**config.mk**
```make
export PLATFORM = sky130hd
export DESIGN_NAME = moore_seq_det_param_flat
export DESIGN_NICKNAME = d
export VERILOG_FILES = /design/src/rtl/moore_seq_det_param_if.sv /design/src/rtl/moore_seq_det_param.sv /design/src/flat_wrapper.sv
export SDC_FILE = /design/constraint.sdc
export NUM_CORES = 1
export LEC_CHECK = 0
export ABC_AREA = 0
export CORE_MARGIN = 3
export CORE_UTILIZATION = 50
export DETAILED_ROUTE_END_ITERATION = 7
export DONT_BUFFER_PORTS = 1
export PLACE_DENSITY = 0.68
export SLEW_MARGIN = 20
export SYNTH_ARGS = -nofsm -noshare
export SYNTH_HDL_FRONTEND = slang
export SYNTH_SLANG_ARGS = --single-unit
```
**constraint.sdc**
```tcl
create_clock -name clk -period 1.4 [get_ports clk]
set_input_delay 0.21 -clock clk [delete_from_list [all_inputs] [get_ports clk]]
set_output_delay 0.21 -clock clk [all_outputs]
set_load 0.02 [all_outputs]
```
**src/rtl/moore_seq_det_param_if.sv**
```systemverilog
// Bus bundle for the parametrised Moore sequence detector.
// Handshake: en is a plain valid qualifier with no ready -- the detector
// accepts every bit presented with en=1 on the rising clock edge, and
// ignores x/ovl_mode entirely while en=0.
interface moore_seq_det_param_if #(
  parameter int N     = 5,
  parameter int CNT_W = 8
);
  localparam int SW = $clog2(N + 1);

  logic             en;
  logic             x;
  logic             ovl_mode;
  logic             clr_cnt;
  logic             y;
  logic [CNT_W-1:0] hit_cnt;
  logic             cnt_sat;
  logic [SW-1:0]    state_dbg;

  modport master (
    output en, x, ovl_mode, clr_cnt,
    input  y, hit_cnt, cnt_sat, state_dbg
  );

  modport slave (
    input  en, x, ovl_mode, clr_cnt,
    output y, hit_cnt, cnt_sat, state_dbg
  );
endinterface

```
**src/rtl/moore_seq_det_param.sv**
```systemverilog
// Parametrised Moore sequence detector with KMP-style transitions.
// State Sk means the first k pattern bits have been matched; SN is "detected".
// The next-state tables are built at elaboration from the pattern, so any
// pattern of length 2..16 works without a hand-written case statement.
module moore_seq_det_param #(
  parameter int             N       = 5,
  parameter logic [N-1:0]   PATTERN = 5'b10100,
  parameter int             CNT_W   = 8
) (
  input  logic                   clk,
  input  logic                   rst,
  moore_seq_det_param_if.slave   bus
);
  localparam int SW = $clog2(N + 1);
  localparam int TW = (N + 1) * SW;
  localparam logic [SW-1:0]    S_DET   = SW'(N);
  localparam logic [CNT_W-1:0] CNT_MAX = '1;

  // Pattern bit i in arrival order; PATTERN[N-1] arrives first.
  function automatic logic pbit(input int i);
    return 1'(PATTERN >> (N - 1 - i));
  endfunction

  // Longest proper prefix of the pattern that is also a suffix of its first k bits.
  function automatic int fail_len(input int k);
    int   best;
    logic ok;
    best = 0;
    for (int len = 1; len < k; len++) begin
      ok = 1'b1;
      for (int j = 0; j < len; j++) begin
        if (pbit(j) != pbit(k - len + j)) ok = 1'b0;
      end
      if (ok) best = len;
    end
    return best;
  endfunction

  // Next state from Sk on bit b. From SN this walks F[N] first, which is
  // exactly the overlapping-mode behaviour.
  function automatic int next_of(input int k, input logic b);
    int   j;
    int   res;
    logic done;
    j    = k;
    res  = 0;
    done = 1'b0;
    for (int it = 0; it <= N; it++) begin
      if (!done) begin
        if (j < N) begin
          if (pbit(j) == b) begin
            res  = j + 1;
            done = 1'b1;
          end
        end
        if (!done) begin
          if (j == 0) begin
            res  = 0;
            done = 1'b1;
          end else begin
            j = fail_len(j);
          end
        end
      end
    end
    return res;
  endfunction

  // Packed table: entry k (SW bits at offset k*SW) is the successor of Sk on bit b.
  function automatic logic [TW-1:0] build_tab(input logic b);
    logic [TW-1:0] tab;
    tab = '0;
    for (int k = 0; k <= N; k++) begin
      tab = tab | (TW'(next_of(k, b)) << (k * SW));
    end
    return tab;
  endfunction

  localparam logic [TW-1:0] NXT0 = build_tab(1'b0);
  localparam logic [TW-1:0] NXT1 = build_tab(1'b1);

  logic [SW-1:0]    state_q;
  logic [SW-1:0]    state_d;
  logic [SW-1:0]    src;
  logic             hit;
  logic [CNT_W-1:0] hit_cnt_q;
  logic             cnt_sat_q;

  // State register; reset discards any partial match.
  always_ff @(posedge clk) begin
    if (rst) state_q <= '0;
    else     state_q <= state_d;
  end

  // Next-state: KMP step on qualified bits; SN restarts from S0 when non-overlapping;
  // an out-of-range encoding falls back to S0 regardless of en.
  always_comb begin
    state_d = state_q;
    src     = state_q;
    hit     = 1'b0;
    if (int'(state_q) > N) begin
      state_d = '0;
    end else if (bus.en) begin
      if (state_q == S_DET && !bus.ovl_mode) src = '0;
      if (bus.x) state_d = SW'(NXT1 >> (int'(src) * SW));
      else       state_d = SW'(NXT0 >> (int'(src) * SW));
      hit = (state_d == S_DET);
    end
  end

  // Outputs: pure decode of the registered state.
  always_comb begin
    bus.y         = (state_q == S_DET);
    bus.state_dbg = state_q;
  end

  // Saturating hit counter; clear beats a coincident hit, reset beats both.
  always_ff @(posedge clk) begin
    if (rst) begin
      hit_cnt_q <= '0;
      cnt_sat_q <= 1'b0;
    end else if (bus.clr_cnt) begin
      hit_cnt_q <= '0;
      cnt_sat_q <= 1'b0;
    end else if (hit) begin
      if (hit_cnt_q != CNT_MAX) hit_cnt_q <= hit_cnt_q + CNT_W'(1);
      if (hit_cnt_q >= CNT_MAX - CNT_W'(1)) cnt_sat_q <= 1'b1;
    end
  end

  assign bus.hit_cnt = hit_cnt_q;
  assign bus.cnt_sat = cnt_sat_q;
endmodule

```
**src/flat_wrapper.sv**
```systemverilog
// flat-port wrapper written by rule: the top's interface ports become plain ports
module moore_seq_det_param_flat 
#(
  parameter int             N       = 5,
  parameter logic [N-1:0]   PATTERN = 5'b10100,
  parameter int             CNT_W   = 8
)
  (clk, rst, bus_en, bus_x, bus_ovl_mode, bus_clr_cnt, bus_y, bus_hit_cnt, bus_cnt_sat, bus_state_dbg);
  moore_seq_det_param_if #(.N(N), .CNT_W(CNT_W)) bus_i ();
  input  logic clk;
  input  logic rst;
  input wire logic [$bits(bus_i.en)-1:0] bus_en;
  input wire logic [$bits(bus_i.x)-1:0] bus_x;
  input wire logic [$bits(bus_i.ovl_mode)-1:0] bus_ovl_mode;
  input wire logic [$bits(bus_i.clr_cnt)-1:0] bus_clr_cnt;
  output wire logic [$bits(bus_i.y)-1:0] bus_y;
  output wire logic [$bits(bus_i.hit_cnt)-1:0] bus_hit_cnt;
  output wire logic [$bits(bus_i.cnt_sat)-1:0] bus_cnt_sat;
  output wire logic [$bits(bus_i.state_dbg)-1:0] bus_state_dbg;
  assign bus_i.en = bus_en;
  assign bus_i.x = bus_x;
  assign bus_i.ovl_mode = bus_ovl_mode;
  assign bus_i.clr_cnt = bus_clr_cnt;
  assign bus_y = bus_i.y;
  assign bus_hit_cnt = bus_i.hit_cnt;
  assign bus_cnt_sat = bus_i.cnt_sat;
  assign bus_state_dbg = bus_i.state_dbg;
  moore_seq_det_param #(.N(N), .PATTERN(PATTERN), .CNT_W(CNT_W)) u_core (.clk(clk), .rst(rst), .bus(bus_i));
endmodule
```
==> results.py, run 1 <==
metrics = {
    "layout": {
        "antenna_cells": 0,
        "drive_gt1_frac": 0.3667,
        "syn2layout_area_growth_pct": 23.32,
        "fin_cells": 104,
        "fin_nets": 100,
    },
    "synth": {
        "synthTopCellsByArea": "dfxtp_1 35%, nand4bb_4 4.0%, ha_1 3.6%",
        "synth_area_per_cell_um2": 9.038,
        "syn_inst": 76,
        "synth_area_um2": 686.9,
        "yosys_warnings": 0,
        "yosysSeqAreaShare": 0.3497,
        "async_flop_share": 0,
        "synth_top_area_share": 0.3497,
        "synth_most_common_cell": "dfxtp_1",
        "synth.distinct_cells": 38,
        "synth_seq_cells": 12,
        "yosysTopAreaCell": "dfxtp_1",
        "yosys-top-cells-count": "12 x dfxtp_1, 6 x nor2_1, 4 x nand2_1, 4 x nand3_1",
        "syn_nets": 84,
        "synth_edf_count": 0,
        "synth_ff_type": "dfxtp_1",
    },
    "global_route": {
        "overflow": 0,
        "antenna_found_initial": 0,
        "grt_pass1_wl_mm": 2.622,
        "grt_pass1_vias": 568,
        "track_usage": 0.1834,
        "grt_max_degree": 12,
    },
    "power_and_ir_drop": {
        "powerDensity_nw_per_um2": 706.6,
        "finalPower_mw": 0.5985,
        "peakVddDrop_mv": 0.6386,
        "p_leak_nw": 0.3294,
    },
    "placed_design": {
        "dp.final_hpwl_mm": 1.119,
        "dp_cells": 100,
        "portBuffers": 0,
        "place_congestion": 0.8035,
    },
    "floorplan": {
        "rows": 12,
        "fp.dieH_um": 43.07,
        "start_util": 0.5719,
        "io_pins": 19,
        "die_width_um": 43.07,
        "core-area_um2": 1201,
        "die_area_um2": 1855,
    },
    "clock_network": {
        "cts_root_buf": "clkbuf_4",
        "cts_buffers": 3,
        "post_cts_buffers": 0,
        "cts_max_path_buffers": 2,
        "path_clk_slew_ns": 0.07,
        "clock-sinks": 12,
        "cts_tree": "yes",
        "clk_latency_ns": 0.27,
        "h-tree-depth": 1,
    },
    "setup_path": {
        "crit_path_end": "u_core.bus.cnt_sat$_SDFFE_PP0P_",
        "path_max_fanout": 3,
        "path_class": "register to register",
        "cp.required_ns": 1.62,
        "rrSetupSlack_ns": 0.07,
        "end_kind": "register",
        "worst_r2r_startpoint": "u_core.bus.hit_cnt[3]$_SDFFE_PP0P_",
        "reg2reg_depth": 5,
        "start_kind": "register",
        "r2r-end": "u_core.bus.cnt_sat$_SDFFE_PP0P_",
        "startpoint": "u_core.bus.hit_cnt[3]$_SDFFE_PP0P_",
        "cp_data_arrival_time_ns": 1.55,
    },
    "timing": {
        "setup-violations-final": 0,
        "slew_violations": 0,
        "max_freq_ghz": 0.7505,
        "rsz0062_at_grt": "true",
        "max_slew.worst_pin.slew_ns": 0.3197,
        "setup-tns-final_ns": 0,
        "post-route-period-util": 0.9518,
        "fin_skew_ns": 0.003857,
        "fin_crit_ns": 1.333,
        "slew_headroom": 0.7849,
        "hold_violations": 0,
    },
    "route": {
        "totalWireLength_mm": 1.526,
        "wl_per_cell_um": 14.67,
        "drc": 0,
        "drtIter0Drc": 11,
        "drt_first_pass_iters": 4,
        "num_vias": 635,
        "via_per_inst": 6.106,
        "drt.antenna.violating_nets": 0,
    },
    "min_path": {
        "worstHoldStart": "rst",
        "hp-class": "input port to register",
    },
    "run_status": {
        "outcome": "completed",
    },
    "job": {
        "drv_cap": 0,
    },
}
[worst min-delay path by stage]
stage / to / slack [ns] / cells past startpoint
2_1_floorplan: u_core.bus.state_dbg[2]$_SDFFE_PP0P_ / 0.28 / 1
3_3_place_gp: u_core.bus.state_dbg[2]$_SDFFE_PP0P_ / 0.28 / 1
3_5_place_dp: u_core.bus.state_dbg[2]$_SDFFE_PP0P_ / 0.29 / 1
4_1_cts: u_core.bus.state_dbg[2]$_SDFFE_PP0P_ / 0.005 / 1
5_1_grt: u_core.bus.state_dbg[1]$_SDFFE_PP0P_ / 0.03 / 1
6_report: u_core.bus.state_dbg[1]$_SDFFE_PP0P_ / 0.04 / 1
[repair_timing]
| action | 4_1_cts | 5_1_grt |
|---|---|---|
| hold endpoints to repair | 0 | 1 |
| gates resized for setup | 0 | 5 |
| endpoints found under the setup margin | 0 | 5 |
| hold buffers | 0 | 1 |
[stage by stage]
step           hold WS [ns]  instance area, um^2  worst slack (ns)    util
6_report            0.03787                847.1           0.06749  0.7052
5_1_grt             0.03133                847.1          -0.01417  0.7052
4_1_cts            0.005497                817.0           0.03058  0.6802
3_5_place_dp         0.2885                794.5           0.06338  0.6615
3_3_place_gp         0.2843                794.5           0.08786  0.6615
2_1_floorplan        0.2824                695.7         -0.006611       -
[sequential cells by signal (all words and copies together), names as in the netlist]
register and flops:
u_core.bus.cnt_sat 1, u_core.bus.hit_cnt 8, u_core.bus.state_dbg 3
[critical path, stage by stage, from the launching register on]
cell and delay, ns:
dfxtp_2 0.33, and3_1 0.21, nand3_1 0.13, buf_4 0.16, nor4_1 0.30, o21a_1 0.15
[kinds of logic after synthesis]
group	Yosys count	synth area share
buf+inv	3	0.01820
compound gates	16	0.1530
fa+ha+maj	2	0.03642
mux	4	0.06193
simple gates	39	0.3807
flops	12	0.3497
[cell type report]
cell class | count | area (um^2)
Tap cell | 14 | 17.52
Timing Repair Buffer | 13 | 100.1
Sequential cell | 12 | 250.2
Inverter | 1 | 3.754
Multi-Input combinational cell | 61 | 452.9
Fill cell | 94 | 354.1
Clock buffer | 3 | 22.52
[where the power goes]
part	leakage [nW]	total (mW)	internal, mW	switching, mW
clock	0.0138	0.210	0.0995	0.111
combinational	0.215	0.0338	0.0181	0.0156
sequential	0.101	0.354	0.345	0.00963
total	0.329	0.599	0.462	0.136
[routing by layer]
layer,GRT usage,vias up,share of wire
li1,-,314,-
met2,0.2784,26,0.45
met5,0,-,0
met1,0.2513,295,0.49
met4,0.05422,0,0
met3,0.05085,0,0.062
[cell usage in the layout, fill, tap and decap left out, types with 2 or more instances in the layout]
| cell type | n |
|---|---|
| nand3_1 | 4 |
| nand4_1 | 3 |
| nor3_1 | 2 |
| a21oi_1 | 3 |
| mux2i_1 | 2 |
| a211oi_1 | 2 |
| o21ai_0 | 3 |
| o21a_1 | 2 |
| buf_4 | 12 |
| dfxtp_1 | 4 |
| nand2_1 | 4 |
| and3_1 | 3 |
| or3_1 | 2 |
| a31oi_1 | 2 |
| nor3_4 | 2 |
| clkbuf_4 | 3 |
| nor2_1 | 6 |
| dfxtp_2 | 8 |
| nor2b_1 | 2 |
Power figures use the tool's default switching activity.
==> inputs of run 2 (changes only) <==
- BUFFER_PORTS_ARGS: not set -> -buffer_cell sky130_fd_sc_hd__buf_2
- CORE_UTILIZATION: 50 -> 44
- DONT_BUFFER_PORTS: 1 -> not set
- PLACE_DENSITY: 0.68 -> 0.72
==> results.py, run 2 (synthesized netlist as in run 1, its figures left out) <==
metrics = {
    "route": {
        "drt.antenna.violating_nets": 0,
        "totalWireLength_mm": 1.550,
        "wl_per_cell_um": 13.14,
        "drc": 0,
        "drt_first_pass_iters": 2,
        "via_per_inst": 5.610,
        "drtIter0Drc": 12,
        "num_vias": 662,
    },
    "setup_path": {
        "path_class": "register to primary output",
        "cp_data_arrival_time_ns": 1.13,
        "path_max_fanout": 4,
        "end_kind": "primary output",
        "cp.required_ns": 1.19,
        "start_kind": "register",
    },
    "timing": {
        "post-route-period-util": 0.9583,
        "setup_ws_ns": 0.05845,
        "setup-violations-final": 0,
        "slew_headroom": 0.8074,
        "max_freq_ghz": 0.7454,
        "hold_violations": 0,
        "max_slew.worst_pin.slew_ns": 0.2863,
        "slew_violations": 0,
        "fin_crit_ns": 1.342,
        "rsz0062_at_grt": "false",
        "fin_skew_ns": 0.004248,
    },
    "floorplan": {
        "die_area_um2": 2071,
        "die_width_um": 45.51,
        "start_util": 0.4968,
        "rows": 13,
        "core-area_um2": 1383,
        "io_pins": 19,
        "fp.dieH_um": 45.51,
    },
    "layout": {
        "fin_cells": 118,
        "fillCellCount": 120,
        "largest_register_ffs": 8,
        "drive_gt1_frac": 0.4660,
        "syn2layout_area_growth_pct": 33.15,
        "antenna_cells": 0,
        "layout_common_cells": "16 x buf_2, 9 x buf_4, 6 x nor2_1, 6 x dfxtp_2",
        "fin_nets": 113,
        "mostFrequentLayoutCell": "buf_2",
    },
    "clock_network": {
        "clk_latency_ns": 0.27,
        "h-tree-depth": 1,
        "cts_buffers": 3,
        "cts.hold.buffers_added": 0,
        "cts_max_path_buffers": 2,
        "path_clk_slew_ns": 0.07,
        "cts_tree": "yes",
        "clock-sinks": 12,
        "cts_root_buf": "clkbuf_4",
    },
    "global_route": {
        "grt_pass1_vias": 627,
        "antenna_found_initial": 0,
        "grt_pass1_wl_mm": 2.532,
        "track_usage": 0.1722,
        "grt_max_degree": 12,
        "overflow": 0,
    },
    "job": {
        "drv_cap": 0,
    },
    "placed_design": {
        "place_congestion": 0.7416,
        "dp.final_hpwl_mm": 1.170,
        "dp_cells": 112,
        "place_ws_ns": 0.04348,
        "portBuffers": 17,
    },
    "power_and_ir_drop": {
        "powerDensity_nw_per_um2": 665.3,
        "peakVddDrop_mv": 0.4865,
        "finalPower_mw": 0.6085,
        "p_leak_nw": 0.3981,
    },
    "min_path": {
        "hp-class": "input port to register",
    },
    "run_status": {
        "outcome": "completed",
    },
}
[run 2: changes by cell type in the layout (fill, tap and decap cells not counted)]
cell           delta
dfxtp_2           -2
buf_6             +1
and2b_1           -1
and2_4            +1
dlygate4sd3_1     -1
and2b_2           +1
and2_2            -1
buf_2            +16
buf_4             -3
dfxtp_4           +2
[run 2: final cells by class]
class                   instances  area [um^2]  share of cell area
flip-flops and latches         12        255.2              0.2791
repair buffers                 26        158.9              0.1737
inverters                       1        3.754            0.004104
multi-input cells              61        455.4              0.4979
clock buffers                   3        22.52             0.02462
well taps                      15        18.77             0.02052
[run 2: path summary, 6_finish.rpt]
check | cells past startpoint | to | slack, ns | from
max | 3 | bus_y | 0.06 | u_core.bus.state_dbg[1]$_SDFFE_PP0P_
min | 2 | u_core.bus.state_dbg[2]$_SDFFE_PP0P_ | 0.19 | rst
max reg2reg | 4 | u_core.bus.hit_cnt[0]$_SDFFE_PP0P_ | 0.08 | u_core.bus.hit_cnt[3]$_SDFFE_PP0P_
min reg2reg | 1 | u_core.bus.cnt_sat$_SDFFE_PP0P_ | 0.47 | u_core.bus.cnt_sat$_SDFFE_PP0P_
[run 2: per-layer routing]
metal	GRT usage	vias to the layer above	share of wire
met5	0	-	0
li1	-	343	-
met2	0.3092	15	0.52
met4	0.05848	0	0
met1	0.1766	304	0.42
met3	0.07115	0	0.055
[run 2: report_power, final]
| part | internal [mW] | switching (mW) | total (mW) |
|---|---|---|---|
| Clock | 0.0996 | 0.114 | 0.214 |
| Sequential | 0.341 | 0.00872 | 0.350 |
| Combinational | 0.0199 | 0.0246 | 0.0445 |
| Total | 0.461 | 0.148 | 0.609 |
[run 2: critical path, cell delays in order, from the launching register on]
cell and delay, ns:
dfxtp_4 0.36, and2b_2 0.23, and2_4 0.16, buf_6 0.12
[run 2: what timing repair did]
item / CTS / global route
pin swaps: 0 / 1
setup endpoints to repair: 1 / 4
resized for setup: 4 / 7
setup buffers: 1 / 2
[run 2: through the flow]
step,TNS [ns],utilization,hold WS [ns],area (um^2)
floorplan,-0.006611,-,0.2824,695.7
global placement,0,0.6045,0.4476,835.8
detailed placement,0,0.6045,0.4522,835.8
CTS,0,0.6308,0.1867,872.1
global route,0,0.6615,0.1832,914.6
finish,0,0.6615,0.1924,914.6
==> inputs of run 3 (changes only) <==
- PLACE_DENSITY: 0.72 -> 0.73
==> results.py, run 3 (synthesized netlist as in run 1, its figures left out) <==
metrics = {
    "route": {
        "drc": 0,
        "via_per_inst": 5.750,
        "num_vias": 690,
        "drt.antenna.violating_nets": 0,
        "drt_first_pass_iters": 4,
        "wl_per_cell_um": 13.69,
        "drtIter0Drc": 16,
        "totalWireLength_mm": 1.643,
    },
    "global_route": {
        "grtUsageMet1": 0.2310,
        "grtUsageMet2": 0.3008,
        "antenna_found_initial": 0,
        "grt_max_degree": 12,
        "overflow": 0,
        "track_usage": 0.1898,
        "grt_pass1_wl_mm": 2.815,
        "grt_pass1_vias": 662,
        "use_met3": 0.05929,
        "busiest_layer": "met2",
    },
    "setup_path": {
        "reg2reg_depth": 4,
        "cp_data_arrival_time_ns": 1.15,
        "rrSetupSlack_ns": 0.09,
        "path_max_fanout": 7,
        "end_kind": "primary output",
        "worst_r2r_startpoint": "u_core.bus.state_dbg[2]$_SDFFE_PP0P_",
        "cp.required_ns": 1.19,
        "crit_path_end": "bus_y",
        "start_kind": "register",
        "r2r-end": "u_core.bus.state_dbg[1]$_SDFFE_PP0P_",
        "path_class": "register to primary output",
        "startpoint": "u_core.bus.state_dbg[2]$_SDFFE_PP0P_",
    },
    "clock_network": {
        "path_clk_slew_ns": 0.07,
        "clock-sinks": 12,
        "cts_tree": "yes",
        "clk_latency_ns": 0.28,
        "cts_max_path_buffers": 2,
        "cts_root_buf": "clkbuf_4",
        "h-tree-depth": 1,
        "cts_buffers": 3,
    },
    "job": {
        "drv_cap": 0,
    },
    "power_and_ir_drop": {
        "powerDensity_nw_per_um2": 737.2,
        "peakVddDrop_mv": 0.5452,
        "p_leak_nw": 0.4095,
        "finalPower_mw": 0.6798,
    },
    "layout": {
        "design_area_um2": 922.1,
        "largest_register_ffs": 8,
        "mostFrequentLayoutCell": "buf_2",
        "antenna_cells": 0,
        "fin_nets": 114,
        "layout_common_cells": "16 x buf_2, 10 x buf_4, 7 x dfxtp_2",
        "syn2layout_area_growth_pct": 34.24,
        "drive_gt1_frac": 0.4667,
        "final_util": 0.6670,
    },
    "timing": {
        "max_freq_ghz": 0.7373,
        "slew_headroom": 0.8090,
        "fin_crit_ns": 1.356,
        "post-route-period-util": 0.9688,
        "hold_violations": 0,
        "slew_violations": 0,
        "setup-tns-final_ns": 0,
        "fin_skew_ns": 0.006826,
        "max_slew.worst_pin.slew_ns": 0.2839,
        "setup_ws_ns": 0.04369,
        "setup-violations-final": 0,
    },
    "floorplan": {
        "fp.dieH_um": 45.51,
        "rows": 13,
        "start_util": 0.4968,
        "die_area_um2": 2071,
        "core-area_um2": 1383,
        "io_pins": 19,
        "die_width_um": 45.51,
    },
    "run_status": {
        "outcome": "completed",
    },
    "placed_design": {
        "place_ws_ns": 0.04944,
        "dp.final_hpwl_mm": 1.194,
        "dpl_cell_area_um2": 858.3,
        "place_congestion": 0.7265,
        "portBuffers": 17,
    },
    "min_path": {
        "hp-class": "input port to register",
    },
}
-- run 3: layout make-up --
class | count | area, um^2
fill | 122 | 460.4
sequential | 12 | 252.7
tap | 15 | 18.77
inverter | 1 | 3.754
multi-input combinational | 61 | 444.2
timing repair buffer | 27 | 166.4
clock buffer | 4 | 36.28
-- run 3: repair_timing --
| item | 4_1_cts | 5_1_grt |
|---|---|---|
| setup endpoints to repair | 1 | 2 |
| pin swaps | 0 | 1 |
| cloned | 0 | 0 |
| setup buffers | 1 | 0 |
| hold buffers | 0 | 0 |
| resized for setup | 4 | 4 |
-- run 3: worst min-delay path by stage --
| stage | end | slack (ns) | startpoint | cells after the start |
|---|---|---|---|---|
| finish | u_core.bus.state_dbg[2]$_SDFFE_PP0P_ | 0.19 | rst | 2 |
| global route | u_core.bus.state_dbg[2]$_SDFFE_PP0P_ | 0.20 | rst | 2 |
| CTS | u_core.bus.state_dbg[2]$_SDFFE_PP0P_ | 0.18 | rst | 2 |
| detailed placement | u_core.bus.cnt_sat$_SDFFE_PP0P_ | 0.45 | u_core.bus.cnt_sat$_SDFFE_PP0P_ | 1 |
| global placement | u_core.bus.cnt_sat$_SDFFE_PP0P_ | 0.45 | u_core.bus.cnt_sat$_SDFFE_PP0P_ | 1 |
| floorplan | u_core.bus.state_dbg[2]$_SDFFE_PP0P_ | 0.28 | rst | 1 |
-- run 3: report_power, final --
part           leakage [nW]  internal (mW)  switching [mW]  total [mW]
clock                0.0210          0.159           0.124       0.282
sequential            0.101          0.343         0.00885       0.352
combinational         0.287         0.0197          0.0258      0.0455
-- run 3: metrics by stage --
stage / std cells / hold slack [ns]
5_1_grt: 120 / 0.1995
6_report: 120 / 0.1884
3_5_place_dp: 115 / 0.4542
2_1_floorplan: 76 / 0.2824
4_1_cts: 120 / 0.1756
3_3_place_gp: 115 / 0.4509
-- run 3: critical path, stage by stage, from the launching register on --
cell and delay [ns]:
dfxtp_2 0.40, and2b_1 0.20, and2_4 0.16, buf_6 0.11
-- run 3: metal layers --
metal / wire, um / share of wire
met4: 41 / 0.025
met1: 711 / 0.43
met5: 0 / 0
met2: 778 / 0.47
met3: 112 / 0.068
